File: src/rtl/pipeline_pkg.sv
// pipeline_pkg: shared encodings for the execute stage (aluop classes, funct codes, ALU ops, FSM states); ST_MUL exists only with EX_MULT_EN
package pipeline_pkg;

    localparam logic [1:0] ALUOP_ADD   = 2'b00;
    localparam logic [1:0] ALUOP_SUB   = 2'b01;
    localparam logic [1:0] ALUOP_RTYPE = 2'b10;
    localparam logic [1:0] ALUOP_ADD2  = 2'b11;

    localparam logic [5:0] F_ADD  = 6'b100000;
    localparam logic [5:0] F_SUB  = 6'b100010;
    localparam logic [5:0] F_AND  = 6'b100100;
    localparam logic [5:0] F_OR   = 6'b100101;
    localparam logic [5:0] F_SLT  = 6'b101010;
    localparam logic [5:0] F_MULT = 6'b011000;

    typedef enum logic [2:0] {OP_ADD, OP_SUB, OP_AND, OP_OR, OP_SLT, OP_MUL, OP_NOP} alu_op_e;

`ifdef EX_MULT_EN
    typedef enum logic [1:0] {ST_EMPTY, ST_FULL, ST_MUL} state_e;
`else
    typedef enum logic [1:0] {ST_EMPTY, ST_FULL} state_e;
`endif

    // aluop 11 is treated like a plain add; unknown R-type functs map to OP_NOP (result 0)
    function automatic alu_op_e alu_ctl(input logic [1:0] aluop, input logic [5:0] funct);
        return aluop == ALUOP_SUB   ? OP_SUB :
               aluop != ALUOP_RTYPE ? OP_ADD :
               funct == F_ADD       ? OP_ADD :
               funct == F_SUB       ? OP_SUB :
               funct == F_AND       ? OP_AND :
               funct == F_OR        ? OP_OR  :
               funct == F_SLT       ? OP_SLT :
               funct == F_MULT      ? OP_MUL : OP_NOP;
    endfunction

endpackage

File: src/rtl/ex_multiplier.sv
// ex_multiplier: iterative unsigned shift-add multiplier returning the low word; done and product are valid during the final iteration
module ex_multiplier #(
    parameter int W      = 32,
    parameter int CYCLES = 32
) (
    input  logic         clk,
    input  logic         rst,
    input  logic         start,
    input  logic         abort,
    input  logic [W-1:0] a,
    input  logic [W-1:0] b,
    output logic         busy,
    output logic         done,
    output logic [W-1:0] product
);

    localparam int CW = $clog2(CYCLES + 1);

    logic [W-1:0]  acc_q, acc_d, mcand_q, mcand_d, mplier_q, mplier_d, step_acc;
    logic [CW-1:0] cnt_q, cnt_d;
    logic          busy_q, busy_d;

    assign step_acc = acc_q + (mplier_q[0] ? mcand_q : '0);
    assign busy     = busy_q;
    assign done     = busy_q && cnt_q == CW'(1);
    assign product  = step_acc;

    // one partial product per cycle; the final step is exposed combinationally so the caller can register it on the same edge
    always_comb begin
        acc_d    = acc_q;
        mcand_d  = mcand_q;
        mplier_d = mplier_q;
        cnt_d    = cnt_q;
        busy_d   = busy_q;
        if (abort) begin
            busy_d = 1'b0;
        end else if (start) begin
            acc_d    = '0;
            mcand_d  = a;
            mplier_d = b;
            cnt_d    = CW'(CYCLES);
            busy_d   = 1'b1;
        end else if (busy_q) begin
            acc_d    = step_acc;
            mcand_d  = mcand_q << 1;
            mplier_d = mplier_q >> 1;
            cnt_d    = cnt_q - CW'(1);
            busy_d   = cnt_q != CW'(1);
        end
    end

    // iteration state register
    always_ff @(posedge clk or posedge rst) begin
        if (rst) begin
            acc_q    <= '0;
            mcand_q  <= '0;
            mplier_q <= '0;
            cnt_q    <= '0;
            busy_q   <= 1'b0;
        end else begin
            acc_q    <= acc_d;
            mcand_q  <= mcand_d;
            mplier_q <= mplier_d;
            cnt_q    <= cnt_d;
            busy_q   <= busy_d;
        end
    end

endmodule

File: src/rtl/ex_stage.sv
// ex_stage: execute stage (ALU, branch target, destination select) with a registered valid/ready EX/MEM bundle; EX_MULT_EN adds an iterative MULT
module ex_stage
    import pipeline_pkg::*;
#(
    parameter int DATA_W     = 32,
    parameter int MUL_CYCLES = 32
) (
    input  logic              clk,
    input  logic              rst,
    input  logic              in_valid,
    output logic              in_ready,
    input  logic [1:0]        wb_ctl,
    input  logic [2:0]        m_ctl,
    input  logic              regdst,
    input  logic              alusrc,
    input  logic [1:0]        aluop,
    input  logic [DATA_W-1:0] npc,
    input  logic [DATA_W-1:0] rdata1,
    input  logic [DATA_W-1:0] rdata2,
    input  logic [DATA_W-1:0] s_extend,
    input  logic [4:0]        instr_2016,
    input  logic [4:0]        instr_1511,
    input  logic              flush,
    output logic              out_valid,
    input  logic              out_ready,
    output logic [1:0]        wb_ctl_out,
    output logic [2:0]        m_ctl_out,
    output logic [DATA_W-1:0] alu_result,
    output logic              zero,
    output logic [DATA_W-1:0] branch_target,
    output logic [DATA_W-1:0] store_data,
    output logic [4:0]        write_reg
);

    if (MUL_CYCLES != DATA_W) begin : g_cfg_check
        $error("ex_stage: MUL_CYCLES must equal DATA_W");
    end

    state_e             state_q, state_d;
    logic [1:0]         wb_ctl_q, wb_ctl_d;
    logic [2:0]         m_ctl_q, m_ctl_d;
    logic [DATA_W-1:0]  alu_result_q, alu_result_d, branch_target_q, branch_target_d, store_data_q, store_data_d;
    logic               zero_q, zero_d;
    logic [4:0]         write_reg_q, write_reg_d;
    alu_op_e            op;
    logic [DATA_W-1:0]  op_b, alu_y;
    logic               accept;

    assign op        = alu_ctl(aluop, s_extend[5:0]);
    assign op_b      = alusrc ? s_extend : rdata2;
    assign in_ready  = state_q == ST_EMPTY || (state_q == ST_FULL && out_ready);
    assign accept    = in_valid && in_ready && !flush;
    assign out_valid = state_q == ST_FULL;

    assign alu_y = op == OP_ADD ? rdata1 + op_b :
                   op == OP_SUB ? rdata1 - op_b :
                   op == OP_AND ? rdata1 & op_b :
                   op == OP_OR  ? rdata1 | op_b :
                   op == OP_SLT ? DATA_W'($signed(rdata1) < $signed(op_b)) : '0;

    assign wb_ctl_out    = wb_ctl_q;
    assign m_ctl_out     = m_ctl_q;
    assign alu_result    = alu_result_q;
    assign zero          = zero_q;
    assign branch_target = branch_target_q;
    assign store_data    = store_data_q;
    assign write_reg     = write_reg_q;

`ifdef EX_MULT_EN
    logic              mul_busy, mul_done;
    logic [DATA_W-1:0] mul_product;

    ex_multiplier #(.W(DATA_W), .CYCLES(MUL_CYCLES)) u_mul (
        .clk     (clk),
        .rst     (rst),
        .start   (accept && op == OP_MUL),
        .abort   (flush),
        .a       (rdata1),
        .b       (op_b),
        .busy    (mul_busy),
        .done    (mul_done),
        .product (mul_product)
    );
`endif

    // next state and output bundle: load on accept, drain on out_ready, flush always empties the stage
    always_comb begin
        state_d         = state_q;
        wb_ctl_d        = wb_ctl_q;
        m_ctl_d         = m_ctl_q;
        alu_result_d    = alu_result_q;
        zero_d          = zero_q;
        branch_target_d = branch_target_q;
        store_data_d    = store_data_q;
        write_reg_d     = write_reg_q;
        if (accept) begin
            wb_ctl_d        = wb_ctl;
            m_ctl_d         = m_ctl;
            alu_result_d    = alu_y;
            zero_d          = alu_y == '0;
            branch_target_d = npc + (s_extend << 2);
            store_data_d    = rdata2;
            write_reg_d     = regdst ? instr_1511 : instr_2016;
            state_d         = ST_FULL;
`ifdef EX_MULT_EN
            if (op == OP_MUL) state_d = ST_MUL;
`endif
        end else if (state_q == ST_FULL && out_ready) begin
            state_d = ST_EMPTY;
        end
`ifdef EX_MULT_EN
        else if (state_q == ST_MUL) begin
            if (mul_done) begin
                state_d      = ST_FULL;
                alu_result_d = mul_product;
                zero_d       = mul_product == '0;
            end else if (!mul_busy) begin
                state_d = ST_EMPTY;
            end
        end
`endif
        if (flush) state_d = ST_EMPTY;
    end

    // state and EX/MEM bundle registers
    always_ff @(posedge clk or posedge rst) begin
        if (rst) begin
            state_q         <= ST_EMPTY;
            wb_ctl_q        <= '0;
            m_ctl_q         <= '0;
            alu_result_q    <= '0;
            zero_q          <= 1'b0;
            branch_target_q <= '0;
            store_data_q    <= '0;
            write_reg_q     <= '0;
        end else begin
            state_q         <= state_d;
            wb_ctl_q        <= wb_ctl_d;
            m_ctl_q         <= m_ctl_d;
            alu_result_q    <= alu_result_d;
            zero_q          <= zero_d;
            branch_target_q <= branch_target_d;
            store_data_q    <= store_data_d;
            write_reg_q     <= write_reg_d;
        end
    end

endmodule

File: config.mk
export PLATFORM = sky130hd
export DESIGN_NAME = ex_stage
export DESIGN_NICKNAME = d
export VERILOG_FILES = /design/src/rtl/pipeline_pkg.sv /design/src/rtl/ex_multiplier.sv /design/src/rtl/ex_stage.sv
export SDC_FILE = /design/constraint.sdc
export NUM_CORES = 1
export LEC_CHECK = 0
export CAP_MARGIN = 20
export CORE_AREA = 3 3 115 200
export DETAILED_ROUTE_END_ITERATION = 6
export DIE_AREA = 0 0 118 203
export GPL_TIMING_DRIVEN = 0
export PLACE_DENSITY_LB_ADDON = 0.25
export SLEW_MARGIN = 20
export SYNTH_ARGS = -nofsm -noshare
export SYNTH_HDL_FRONTEND = slang
export SYNTH_SLANG_ARGS = --single-unit
File: constraint.sdc
create_clock -name clk -period 8.95 [get_ports clk]
set_clock_uncertainty 0.05 [all_clocks]
set_input_delay 2.2375 -clock clk [delete_from_list [all_inputs] [get_ports clk]]
set_output_delay 2.2375 -clock clk [all_outputs]
set_load 0.01 [all_outputs]
==> Word-level counts from Yosys, hierarchy flattened <==
Index checks and enable logic that the tools add are counted.
{ "word_totals": {"reg_bits": 109, "input_bits": 152, "out_inout_bits": 109, "elab_cells": 54} }
{ "classes": {"addsub": 3, "magnitude_cmp": 1, "n_eq_ne": 13, "n_mux": 18, "n_bitwise": 2, "n_reduce_logical": 9} }
{ "ops": {"columns": ["operator", "n"], "rows": [
  ["2-to-1 mux 32 bit", 5],
  ["adder 32 bit", 2],
  ["AND 32 bit", 1],
  ["zero test 32 bit", 1],
  ["< comparator 32 bit", 1],
  ["bitwise OR 32 bit", 1],
  ["subtractor 32 bit", 1],
  ["equality test 6 bit, second input constant", 5],
  ["2-to-1 mux 3 bit", 6],
  ["2-to-1 mux 2 bit", 5],
  ["equality test 3 x 2 -> 1 bit, second input constant", 2],
  ["equality test 6 x 5 -> 1 bit, second input constant", 1],
  ["2-to-1 mux 5 bit", 1],
  ["equality test 2 x 1 -> 1 bit, second input constant", 2],
  ["equality test 3 x 1 -> 1 bit, second input constant", 1],
  ["equality test 3 bit, second input constant", 1],
  ["logical AND 1 bit", 3],
  ["zero test 3 bit", 1],
  ["nonzero test 3 bit", 1],
  ["zero test 2 bit", 1],
  ["!= test 2 bit, second input constant", 1],
  ["zero test 1 bit", 1],
  ["logical OR 1 bit", 1],
  ["2-to-1 mux 1 bit", 1]
]} }

==> Longest topological paths before layout <==
{ "logic_depth": {"word_depth": 16, "mapped_depth": 17, "mapped_depth_nobuf": 16} }

==> Least setup slack after synthesis <==
OpenSTA, ideal clock, no wires.
{ "synth_timing": {"path_kind": "input -> register", "start": "input port alusrc", "end": "register zero_q, in the netlist zero", "setup_ns": 0.068, "t_arrival_ns": 5.971, "required_ns": 8.832, "slack_ns": 2.861, "stages": 15, "n_path_buf": 2, "cell_sequence": "clkbuf_1 buf_1 mux2i_1 ha_1 or3_1 nor4_2 a21boi_2 o21ai_2 o32ai_2 xor2_1 o221ai_1 or4_4 nor4_2 and4_1 a32o_1"} }
{ "synth_between": {"elab_chain_cells": 8, "elab_cells_between_ends": 12, "cone_classes": "2 x add/sub; 1 x order compare; 6 x mux; 2 x bitwise; 1 x reduce/logical"} }
{ "synth_lines": {"columns": ["item", "line", "source"], "rows": [
  ["start, declared", "ex_stage.sv:15", "input logic alusrc,"],
  ["2-to-1 mux 32 bit (*)", "ex_stage.sv:50", "assign op_b = alusrc ? s_extend : rdata2;"],
  ["< comparator 32 bit", "ex_stage.sv:59", "op == OP_SLT ? DATA_W'($signed(rdata1) < $signed(op_b)) : '0;"],
  ["2-to-1 mux 1 bit", "ex_stage.sv:59", null],
  ["2-to-1 mux 32 bit", "ex_stage.sv:58", "op == OP_OR ? rdata1 | op_b :"],
  ["2-to-1 mux 32 bit", "ex_stage.sv:57", "op == OP_AND ? rdata1 & op_b :"],
  ["2-to-1 mux 32 bit", "ex_stage.sv:56", "op == OP_SUB ? rdata1 - op_b :"],
  ["2-to-1 mux 32 bit (*)", "ex_stage.sv:55", "assign alu_y = op == OP_ADD ? rdata1 + op_b :"],
  ["zero test 32 bit (*)", "ex_stage.sv:100", "zero_d = alu_y == '0;"],
  ["end signal, assigned", "ex_stage.sv:141", "zero_q <= zero_d;"],
  ["end, declared", "ex_stage.sv:43", "logic zero_q, zero_d;"]
]} }
Every way passes the cells marked *; elsewhere a longest branch is shown, timed or not.
A chain may end at the register's enable or synchronous reset.

==> Final worst setup path <==
Ends and elaborated chain as after synthesis.

==> reports/metrics.cfg <==
[cells_and_area]
post_route_cells_drive_above_1_share=0.0250
number_of_inserted_filler_cells_in_the_final_layout=1914
n_antenna_cell=0
synthToLayoutAreaGrowth_pct=29.7
num-nets-final=1992

[place]
buffer_ports.inserted=256
pre_cts_ws_ps=915
dp_hpwl_mm=36.0
place_congestion=0.964

[timing]
final.period_utilization=0.864
rsz0062_at_grt=no
timing_max_transition_violations_final=0
timing.setup.tns_ps=0
timing.slew.headroom=0.249
fin_crit_ps=7730
fmax_mhz=129
hold_violations=0
worstMarginPinSlew_ps=1120
setup_violations=0
final_critical_path_setup_slack_ps=1220

[hold_path]
hold_path_startpoint=store_data[29]
hp-class=reg -> reg

[logic_synthesis]
synth.cell_area_mm2=0.0111
post_synthesis_sequential_element_count=108
synthTopCellsByCount=sky130_fd_sc_hd__nand2_1, sky130_fd_sc_hd__ha_1, sky130_fd_sc_hd__inv_1, sky130_fd_sc_hd__dfrtp_1, sky130_fd_sc_hd__a21oi_1
synth_mux_area_frac=0.0456
yosys_warnings=0
synth.most_common_cell=sky130_fd_sc_hd__nand2_1
synth.yosys.seq_area_share=0.244
synth_area_leaders=sky130_fd_sc_hd__dfrtp_1, sky130_fd_sc_hd__ha_1, sky130_fd_sc_hd__nand2_1
synth_top_family_by_area=compound AO/OA/AOI/OAI gates
synth-xor-area-share=0.0521
synth_simple_gate_area_share=0.224
postSynthCellCount=1444
postSynthAreaPerCell_um2=7.68
yosysUniqueCellTypes=81
synth_edf_count=0
synthArstFlopShare=1.00
syn_nets=1724
synth_ff_type=sky130_fd_sc_hd__dfrtp_1
synthDominantAreaCellType=sky130_fd_sc_hd__dfrtp_1
compound_gate_portion_of_the_synthesized_area=0.232
synth_top_area_frac=0.244
post_synth_fa_ha_maj_area_fraction=0.146

[pwr]
share_clk_of_total_power=0.210
sw_pwr_uw=856
logic_pwr_share=0.499
internal_power_uw=1330
leakage_uw=0.00660
switching_share=0.391
share_seq_of_total_power=0.291
total_power_uw=2190
ir_drop_mv=0.0952
power_density_mw_per_mm2=152

[setup_path]
crit_slowest_cell=sky130_fd_sc_hd__a2111oi_0
start_kind=input port
critical_path.n_buffers_inverters=3
critical_path.cell_chain=clkbuf_1, buf_1, mux2i_1, inv_1, fa_1, o21bai_1, nand3_1, a2111oi_0, o32ai_1, xnor2_1, o221ai_1, a2111oi_0, nand4_1, nor4_2, and4_1, a32o_1
critPathKind=in -> reg
crit-reg2reg-launch=state_q[0]
path_delay_family=compound AO/OA/AOI/OAI gates
critical_path_peak_fanout=10
timing.critical_path.required_ps=9210
setup.worst_path.end_class=flip-flop
worst_setup_path_startpoint=alusrc
cp_data_arrival_time_ps=7990
cpPeakStageDelay_ps=880
timing.critical_path.mode_cell=sky130_fd_sc_hd__a2111oi_0

[global_routing]
grt_pass1_wl_mm=66.8
grt_usage=0.360
number_of_antenna_violations_at_the_first_check_in_global_routing=0
grt_start_max_net_pins=64
residual_overflow_from_global_routing=0
vias_in_the_first_global_route=12282

[routing]
num_vias=12078
postRouteWirelength_mm=44.1
drt_pre_antenna_iters=6
first_iter_violations=766
ant_nets=0
viasPerCell=6.01
drt-wirelength-per-cell_um=21.9
drc_errors=0

[clock_tree]
cts_num_sinks=108
h-tree-depth=3
cts_inserted_buffers=9
clk_pin_slew_worst_paths_ps=80
insertion_delay_to_the_later_sink_of_the_worst_skew_pair_ps=370
tritoncts=yes
cts.repair.resized=0
cell_at_the_root_of_the_clock_tree=sky130_fd_sc_hd__clkbuf_16
cts_buffer_depth=2
cts_hold_repair.buffers=0
cts.repair_timing.setup_buffer_count=0

[floorplan]
coreArea_mm2=0.0216
i_o_pin_count=261
initial_cell_density_of_the_core=0.514
die-height_um=203
width_of_the_die_um=118
placementRows=71
design.die.area_mm2=0.0240

[run_status]
run_status=finished, final reports clean

[job]
cap_viol_max_count=0

## stage by stage
stage	hold slack [ps]	std cells	util	instance area, um^2
after global routing	444	2009	0.667	14400
final	425	2009	0.667	14400
after floorplan	464	1444	-	11100
after global placement	407	1992	0.649	14000
after detailed placement	411	1993	0.651	14100
after CTS	430	2009	0.667	14400
## layout make-up
cell class | instances | area [um^2] | area share
inverter | 118 | 448 | 0.0311
buffer | 50 | 190 | 0.0132
multi-input combinational | 1168 | 7760 | 0.539
timing repair buffer | 257 | 2590 | 0.180
clock inverter | 7 | 111 | 0.00774
sequential | 108 | 2700 | 0.188
tap | 292 | 365 | 0.0254
clock buffer | 9 | 225 | 0.0157
## power by group through the flow
stage | Combinational, uW | Sequential (uW) | Clock, uW
finish | 1090 | 636 | 458
global route | 1180 | 648 | 481
CTS | 1090 | 636 | 465
detailed placement | 1080 | 645 | 0
global placement | 1060 | 642 | 0
floorplan | 545 | 688 | 0
## logic make-up after synthesis
kind of cell	Yosys count
AOI/OAI and AO/OA	384
xor gates and xnor gates	66
adders and majority gates	128
buffers and inverters	168
DFF	108
muxes	50
and+or+nand+nor	540
## worst paths after layout
check,to,slack [ps],cells past startpoint
hold / removal,store_data[29],430,2
setup / recovery,zero,1220,16
setup reg to reg,zero,5940,10
hold reg to reg,store_data[29],430,2
min in group asynchronous,state_q[0],2210,2
max in group asynchronous,branch_target[10],5980,3
## layer usage
layer	global-route usage	share of wire	vias to the layer above
met2	0.663	0.52	488
met3	0.0504	0.046	183
met5	0	0	-
li1	-	-	5652
met4	0.302	0.095	0
met1	0.351	0.34	5755
## worst min-delay path: cells and delay by family, from the launching register on
kind	cells	cell delay, ps
flops	1	340
simple gates	2	100
## layout by cell type, fill, tap and decap left out, drive strengths merged, types with 16 or more instances in the layout
cell           instances
a21o                  22
a21oi                 92
a31oi                 16
clkbuf                50
clkdlybuf4s50        256
dfrtp                108
ha                   125
inv                  118
mux2i                 46
nand2                280
nand2b                18
nand3                 19
nor2                  86
nor2b                 29
nor3                  25
o21ai                 92
o21bai                17
xnor2                 40
xor2                  26
Power figures use the tool's default switching activity.
